==> config.mk <==
export PLATFORM = sky130hd
export DESIGN_NAME = cache_mem_arbiter
export DESIGN_NICKNAME = d
export VERILOG_FILES = /design/src/rtl/mem_arb_pkg.sv /design/src/rtl/arb_line_buffer.sv /design/src/rtl/cache_mem_arbiter.sv
export SDC_FILE = /design/constraint.sdc
export NUM_CORES = 1
export LEC_CHECK = 0
export BUFFER_PORTS_ARGS = -buffer_cell sky130_fd_sc_hd__buf_2
export CAP_MARGIN = 20
export CORE_AREA = 2 2 393 395
export DETAILED_ROUTE_END_ITERATION = 16
export DIE_AREA = 0 0 395 397
export PLACE_DENSITY_LB_ADDON = 0.08
export SYNTH_ARGS = -nofsm -noshare
export SYNTH_HDL_FRONTEND = slang
export SYNTH_SLANG_ARGS = --single-unit
==> constraint.sdc <==
create_clock -name clk -period 2.31 [get_ports clk]
set_input_delay 0.231 -clock clk [delete_from_list [all_inputs] [get_ports clk]]
set_output_delay 0.231 -clock clk [all_outputs]
set_load 0.03 [all_outputs]
==> src/rtl/mem_arb_pkg.sv <==
// Shared types and constants for the icache/dcache memory-port arbiter.
// A cache line moves as a burst of LINE_W/BEAT_W beats.
package mem_arb_pkg;

   localparam int ADDR_W      = 32;
   localparam int LINE_W      = 256;
   localparam int BEAT_W      = 64;
   localparam int BEATS       = LINE_W / BEAT_W;
   localparam int OFFSET_BITS = 5;

   typedef enum logic [2:0] {
      IDLE,
      I_READ,
      D_READ,
      D_WRITE,
      DONE
   } state_e;

   typedef enum logic {
      GRANT_I,
      GRANT_D
   } grant_e;

endpackage

==> src/rtl/arb_line_buffer.sv <==
// Beat counter and line assembly for one burst: reads are captured slice by slice
// into the line buffer, writes present the slice selected by the beat counter.
module arb_line_buffer
   import mem_arb_pkg::*;
#(
   parameter int LINE_W_P = LINE_W,
   parameter int BEAT_W_P = BEAT_W
) (
   input  logic                clk,
   input  logic                clear,
   input  logic                beat_en,
   input  logic                rd_en,
   input  logic [BEAT_W_P-1:0] mem_rdata,
   input  logic [LINE_W_P-1:0] wdata_line,
   output logic                last_beat,
   output logic [BEAT_W_P-1:0] wdata_beat,
   output logic [LINE_W_P-1:0] line
);

   localparam int NBEATS = LINE_W_P / BEAT_W_P;
   localparam int CNT_W  = (NBEATS > 1) ? $clog2(NBEATS) : 1;

   logic [CNT_W-1:0]    beat_q, beat_d;
   logic [LINE_W_P-1:0] line_q, line_d;

   assign last_beat  = (beat_q == CNT_W'(NBEATS - 1));
   assign wdata_beat = wdata_line[int'(beat_q)*BEAT_W_P +: BEAT_W_P];
   assign line       = line_q;

   always_comb begin
      beat_d = beat_q;
      line_d = line_q;
      if (beat_en) begin
         beat_d = last_beat ? '0 : beat_q + 1'b1;
         if (rd_en) line_d[int'(beat_q)*BEAT_W_P +: BEAT_W_P] = mem_rdata;
      end
   end

   always_ff @(posedge clk) begin
      if (clear) begin
         beat_q <= '0;
         line_q <= '0;
      end else begin
         beat_q <= beat_d;
         line_q <= line_d;
      end
   end

endmodule

==> src/rtl/cache_mem_arbiter.sv <==
// Round-robin arbiter sharing one burst memory port between the icache and dcache;
// each granted line transfer runs as a BEATS-long burst followed by a one-cycle resp.
module cache_mem_arbiter
   import mem_arb_pkg::*;
#(
   parameter int ADDR_W_P = ADDR_W,
   parameter int LINE_W_P = LINE_W,
   parameter int BEAT_W_P = BEAT_W
) (
   input  logic                clk,
   input  logic                reset,
   input  logic                i_read,
   input  logic [ADDR_W_P-1:0] i_addr,
   output logic [LINE_W_P-1:0] i_rdata,
   output logic                i_resp,
   input  logic                d_read,
   input  logic                d_write,
   input  logic [ADDR_W_P-1:0] d_addr,
   input  logic [LINE_W_P-1:0] d_wdata,
   output logic [LINE_W_P-1:0] d_rdata,
   output logic                d_resp,
   output logic                mem_read,
   output logic                mem_write,
   output logic [ADDR_W_P-1:0] mem_addr,
   output logic [BEAT_W_P-1:0] mem_wdata,
   input  logic [BEAT_W_P-1:0] mem_rdata,
   input  logic                mem_resp
);

   localparam logic [ADDR_W_P-1:0] ALIGN_MASK = ~ADDR_W_P'((1 << OFFSET_BITS) - 1);

   state_e              state_q, state_d;
   grant_e              last_grant_q, last_grant_d;
   logic                mem_read_q, mem_read_d;
   logic                mem_write_q, mem_write_d;
   logic [ADDR_W_P-1:0] mem_addr_q, mem_addr_d;
   logic                i_resp_q, i_resp_d;
   logic                d_resp_q, d_resp_d;

   logic                active, reading, beat_en, last_beat;
   logic                d_req, take_i, take_d;
   logic [BEAT_W_P-1:0] wdata_beat;
   logic [LINE_W_P-1:0] line;

   assign reading = (state_q == I_READ) || (state_q == D_READ);
   assign active  = reading || (state_q == D_WRITE);
   assign beat_en = active && mem_resp;

   // On a tie the requester not served last time wins.
   assign d_req  = d_read || d_write;
   assign take_i = i_read && (!d_req || (last_grant_q == GRANT_D));
   assign take_d = d_req && !take_i;

   arb_line_buffer #(
      .LINE_W_P (LINE_W_P),
      .BEAT_W_P (BEAT_W_P)
   ) u_line_buf (
      .clk        (clk),
      .clear      (!reset),
      .beat_en    (beat_en),
      .rd_en      (reading),
      .mem_rdata  (mem_rdata),
      .wdata_line (d_wdata),
      .last_beat  (last_beat),
      .wdata_beat (wdata_beat),
      .line       (line)
   );

   always_comb begin
      state_d      = state_q;
      last_grant_d = last_grant_q;
      mem_read_d   = mem_read_q;
      mem_write_d  = mem_write_q;
      mem_addr_d   = mem_addr_q;
      i_resp_d     = 1'b0;
      d_resp_d     = 1'b0;
      case (state_q)
         IDLE: begin
            if (take_i) begin
               state_d      = I_READ;
               last_grant_d = GRANT_I;
               mem_read_d   = 1'b1;
               mem_addr_d   = i_addr & ALIGN_MASK;
            end else if (take_d) begin
               last_grant_d = GRANT_D;
               mem_addr_d   = d_addr & ALIGN_MASK;
               // A simultaneous read+write is illegal; the writeback wins.
               if (d_write) begin
                  state_d     = D_WRITE;
                  mem_write_d = 1'b1;
               end else begin
                  state_d    = D_READ;
                  mem_read_d = 1'b1;
               end
            end
         end
         I_READ, D_READ, D_WRITE: begin
            if (beat_en && last_beat) begin
               state_d     = DONE;
               mem_read_d  = 1'b0;
               mem_write_d = 1'b0;
               i_resp_d    = (state_q == I_READ);
               d_resp_d    = (state_q != I_READ);
            end
         end
         DONE:    state_d = IDLE;
         default: state_d = IDLE;
      endcase
   end

   always_ff @(posedge clk) begin
      if (!reset) begin
         state_q      <= IDLE;
         last_grant_q <= GRANT_I;
         mem_read_q   <= 1'b0;
         mem_write_q  <= 1'b0;
         mem_addr_q   <= '0;
         i_resp_q     <= 1'b0;
         d_resp_q     <= 1'b0;
      end else begin
         state_q      <= state_d;
         last_grant_q <= last_grant_d;
         mem_read_q   <= mem_read_d;
         mem_write_q  <= mem_write_d;
         mem_addr_q   <= mem_addr_d;
         i_resp_q     <= i_resp_d;
         d_resp_q     <= d_resp_d;
      end
   end

   assign mem_read  = mem_read_q;
   assign mem_write = mem_write_q;
   assign mem_addr  = mem_addr_q;
   assign mem_wdata = (state_q == D_WRITE) ? wdata_beat : '0;
   assign i_resp    = i_resp_q;
   assign d_resp    = d_resp_q;
   assign i_rdata   = line;
   assign d_rdata   = line;

endmodule
==> reports/qor.yml <==
cts:
  cts_tree: "done"
  cts_sinks: 293
  clk_pin_slew_ns: 0.06
  worstSkewPairLatency_ns: 0.61
  htreeDepth: 2
  clockBufferDepth: 3
  cts_buffers: 44
  root_buffer: "clkbuf_16"
global_routing:
  grt_max_degree: 96
  grt_pass1_vias: 16200
  grt_pass1_wl_mm: 132
  grt_use_total: 0.118
  grt-ovfl-total: 0
  grt_antenna_before_repair: 12
die:
  die_width_um: 395
  rows: 144
  core_area_sq_mm: 0.153
  die_h_um: 397
  dieArea_sq_mm: 0.157
  pin_count: 1002
  initial_core_util: 0.0992
power_and_ir_drop:
  vdd_ir_drop_max_uv: 450
  pwr_density_cell_mw_per_mm2: 664
  leakage_nw: 11.0
run_status:
  violations: "negative setup slack"
  status: "finished, violations left"
setup_path:
  crit_start: "u_line_buf.beat_q[0]"
  worstPathMaxFanout: 6
  worstRegToRegCells: 12
  path_class: "reg2out"
  r2r_slack_ns: 0.09
  r2r-start: "u_line_buf.beat_q[0]"
  r2r-end: "u_line_buf.line[150]"
  cp-start-kind: "register"
  required_ns: 2.08
  cp.arrival_ns: 2.23
  worstSetupEndpointType: "output pin"
logic_synthesis:
  yosys-top-cells-area: "dfxtp_1 (39%), buf_4 (13%), mux4_2 (9.5%)"
  synth_edf_count: 0
  syn_area_per_cell_sq_um: 8.51
  yosysTopAreaCellShare: 0.387
  yosys-top-cells-count: "nand2_1 (315), dfxtp_1 (293), buf_4 (268)"
  synth.largest_area_cell: "dfxtp_1"
  syn_inst: 1783
  synth-seq-cells: 293
  synthFlopType: "dfxtp_1"
  yosysMostFrequentCell: "nand2_1"
  yosysWarnings: 0
  synth-async-reset-ratio: 0
  netlist_area_sq_mm: 0.0152
  yosysSeqAreaShare: 0.387
  ys_types: 42
worst_hold_path:
  hold_path_end: "u_line_buf.line[62]"
  hold_class: "in2reg"
  hold_depth: 3
  min-delay-start: "mem_rdata[62]"
timing:
  worst_slack_ns: -0.146
  finalSetupViolCount: 62
  rsz0062_at_grt: "true"
  whs_ns: 0.0607
  final.setup_skew_ns: 0.0312
  finalCriticalPeriod_ns: 2.46
  slew_headroom: 0.652
  slew_viol_final: 0
  finalSetupTns_ns: -5.14
  period_share: 1.06
  fmax_mhz: 407
  tightest_slew_ns: 0.522
  final_hold_viol_count: 0
placed_design:
  io_buffers: 986
  place_hpwl_mm: 75.7
  gp_congestion: 0.862
  post-place-ws_ns: 0.209
finish:
  area_growth_pct: 65.8
  layout.nets: 3014
  drive_gt1_frac: 0.489
  fill_cells: 17300
detailed_routing:
  wl_mm: 101
  vias: 16700
  ant_nets: 0
  drt_first_pass_iters: 6
  drcViolationCount: 0
  drtIter0Drc: 868
  vias_per_cell: 3.54
  wl_per_cell_um: 21.4
run:
  maxCapViolCount: 0
[power by group]
group          internal (mW)  total [mW]  switching [mW]
Sequential              5.25        5.41           0.163
Clock                   4.46        7.26            2.81
Combinational           1.65        4.02            2.37
Total                   11.4        16.7            5.34
[critical path, cell delays in order (launching register included)]
cell and delay (ns):
dfxtp_4 0.42, buf_6 0.15, buf_16 0.13, mux4_2 0.60, nor2b_4 0.17, buf_6 0.13
[cell type report]
class	instances	area (sq um)	area share
repair buffers	1215	8150	0.324
multi-input cells	1060	6980	0.278
clock inverters	13	229	0.00911
flip-flops and latches	293	5870	0.234
inverters	5	26.3	0.00105
clock buffers	69	1310	0.0519
well taps	2044	2560	0.102
diodes	7	17.5	0.000697
[layer usage]
| metal | track usage | share of wire | vias to the layer above |
|---|---|---|---|
| li1 | - | - | 7723 |
| met1 | 0.157 | 0.45 | 8173 |
| met2 | 0.198 | 0.48 | 685 |
| met3 | 0.0205 | 0.052 | 87 |
| met4 | 0.0284 | 0.019 | 4 |
| met5 | 0 | 0.00021 | - |
[worst max path at each step]
| stage | endpoint | slack (ns) | depth (start not counted) |
|---|---|---|---|
| finish | mem_wdata[53] | -0.15 | 5 |
| global route | mem_wdata[51] | -0.24 | 5 |
| detailed placement | u_line_buf.line[116] | 0.21 | 7 |
| floorplan | u_line_buf.line[194] | 0.11 | 8 |
| CTS | mem_wdata[22] | -0.28 | 6 |
| global placement | u_line_buf.line[253] | 0.22 | 8 |
[cell usage in the layout, fill, tap and decap left out, types with 3 or more instances in the layout]
cell type / count
buf_2: 921
nand2_1: 315
dfxtp_1: 291
o21ai_0: 199
nand4_1: 192
dlygate4sd3_1: 117
a21oi_1: 66
nand3_1: 65
buf_6: 65
mux4_2: 64
clkbuf_16: 55
buf_4: 55
nor2b_4: 47
buf_12: 35
a31oi_1: 27
o21ai_1: 22
nor2b_1: 16
clkbuf_1: 14
clkbuf_8: 11
diode_2: 7
buf_16: 7
nor3b_4: 6
nor2_1: 5
conb_1: 5
bufinv_16: 5
buf_8: 4
inv_1: 3
inv_6: 3
nor2b_2: 3
[flip-flops by register name, summed over array words and instances, names as in the netlist]
register and flops:
state_q 3, mem_addr 27, u_line_buf.line 256, u_line_buf.beat_q 2
d_resp 1, mem_read 1, i_resp 1, mem_write 1
last_grant_q 1
[stage by stage]
step	total power [mW]	cells	util	instance area, sq um
after global routing	17.5	4700	0.164	25100
after floorplan	7.45	1787	-	15200
after global placement	8.94	4462	0.137	20900
after CTS	17.0	4675	0.159	24400
after detailed placement	8.93	4462	0.137	20900
final	16.7	4706	0.164	25100
[cell families (layout without fill, tap and decap cells)]
group	Yosys count	in the layout	synth area share
buf+inv	434	1302	0.185
other cells	1	12	0.000247
flops	293	293	0.387
simple gates	660	660	0.216
compound gates	323	323	0.111
xor+xnor	1	1	0.00107
fa+ha+maj	5	5	0.00412
mux	66	66	0.0963
[timing repair]
item,4_1_cts,5_1_grt
setup buffers,10,14
endpoints found under the hold margin,270,0
gates resized for setup,139,116
hold buffers,117,0
cloned,5,13
setup endpoints to repair,64,163
pin swaps,0,2
No activity file was read; power rests on OpenSTA's default activity.
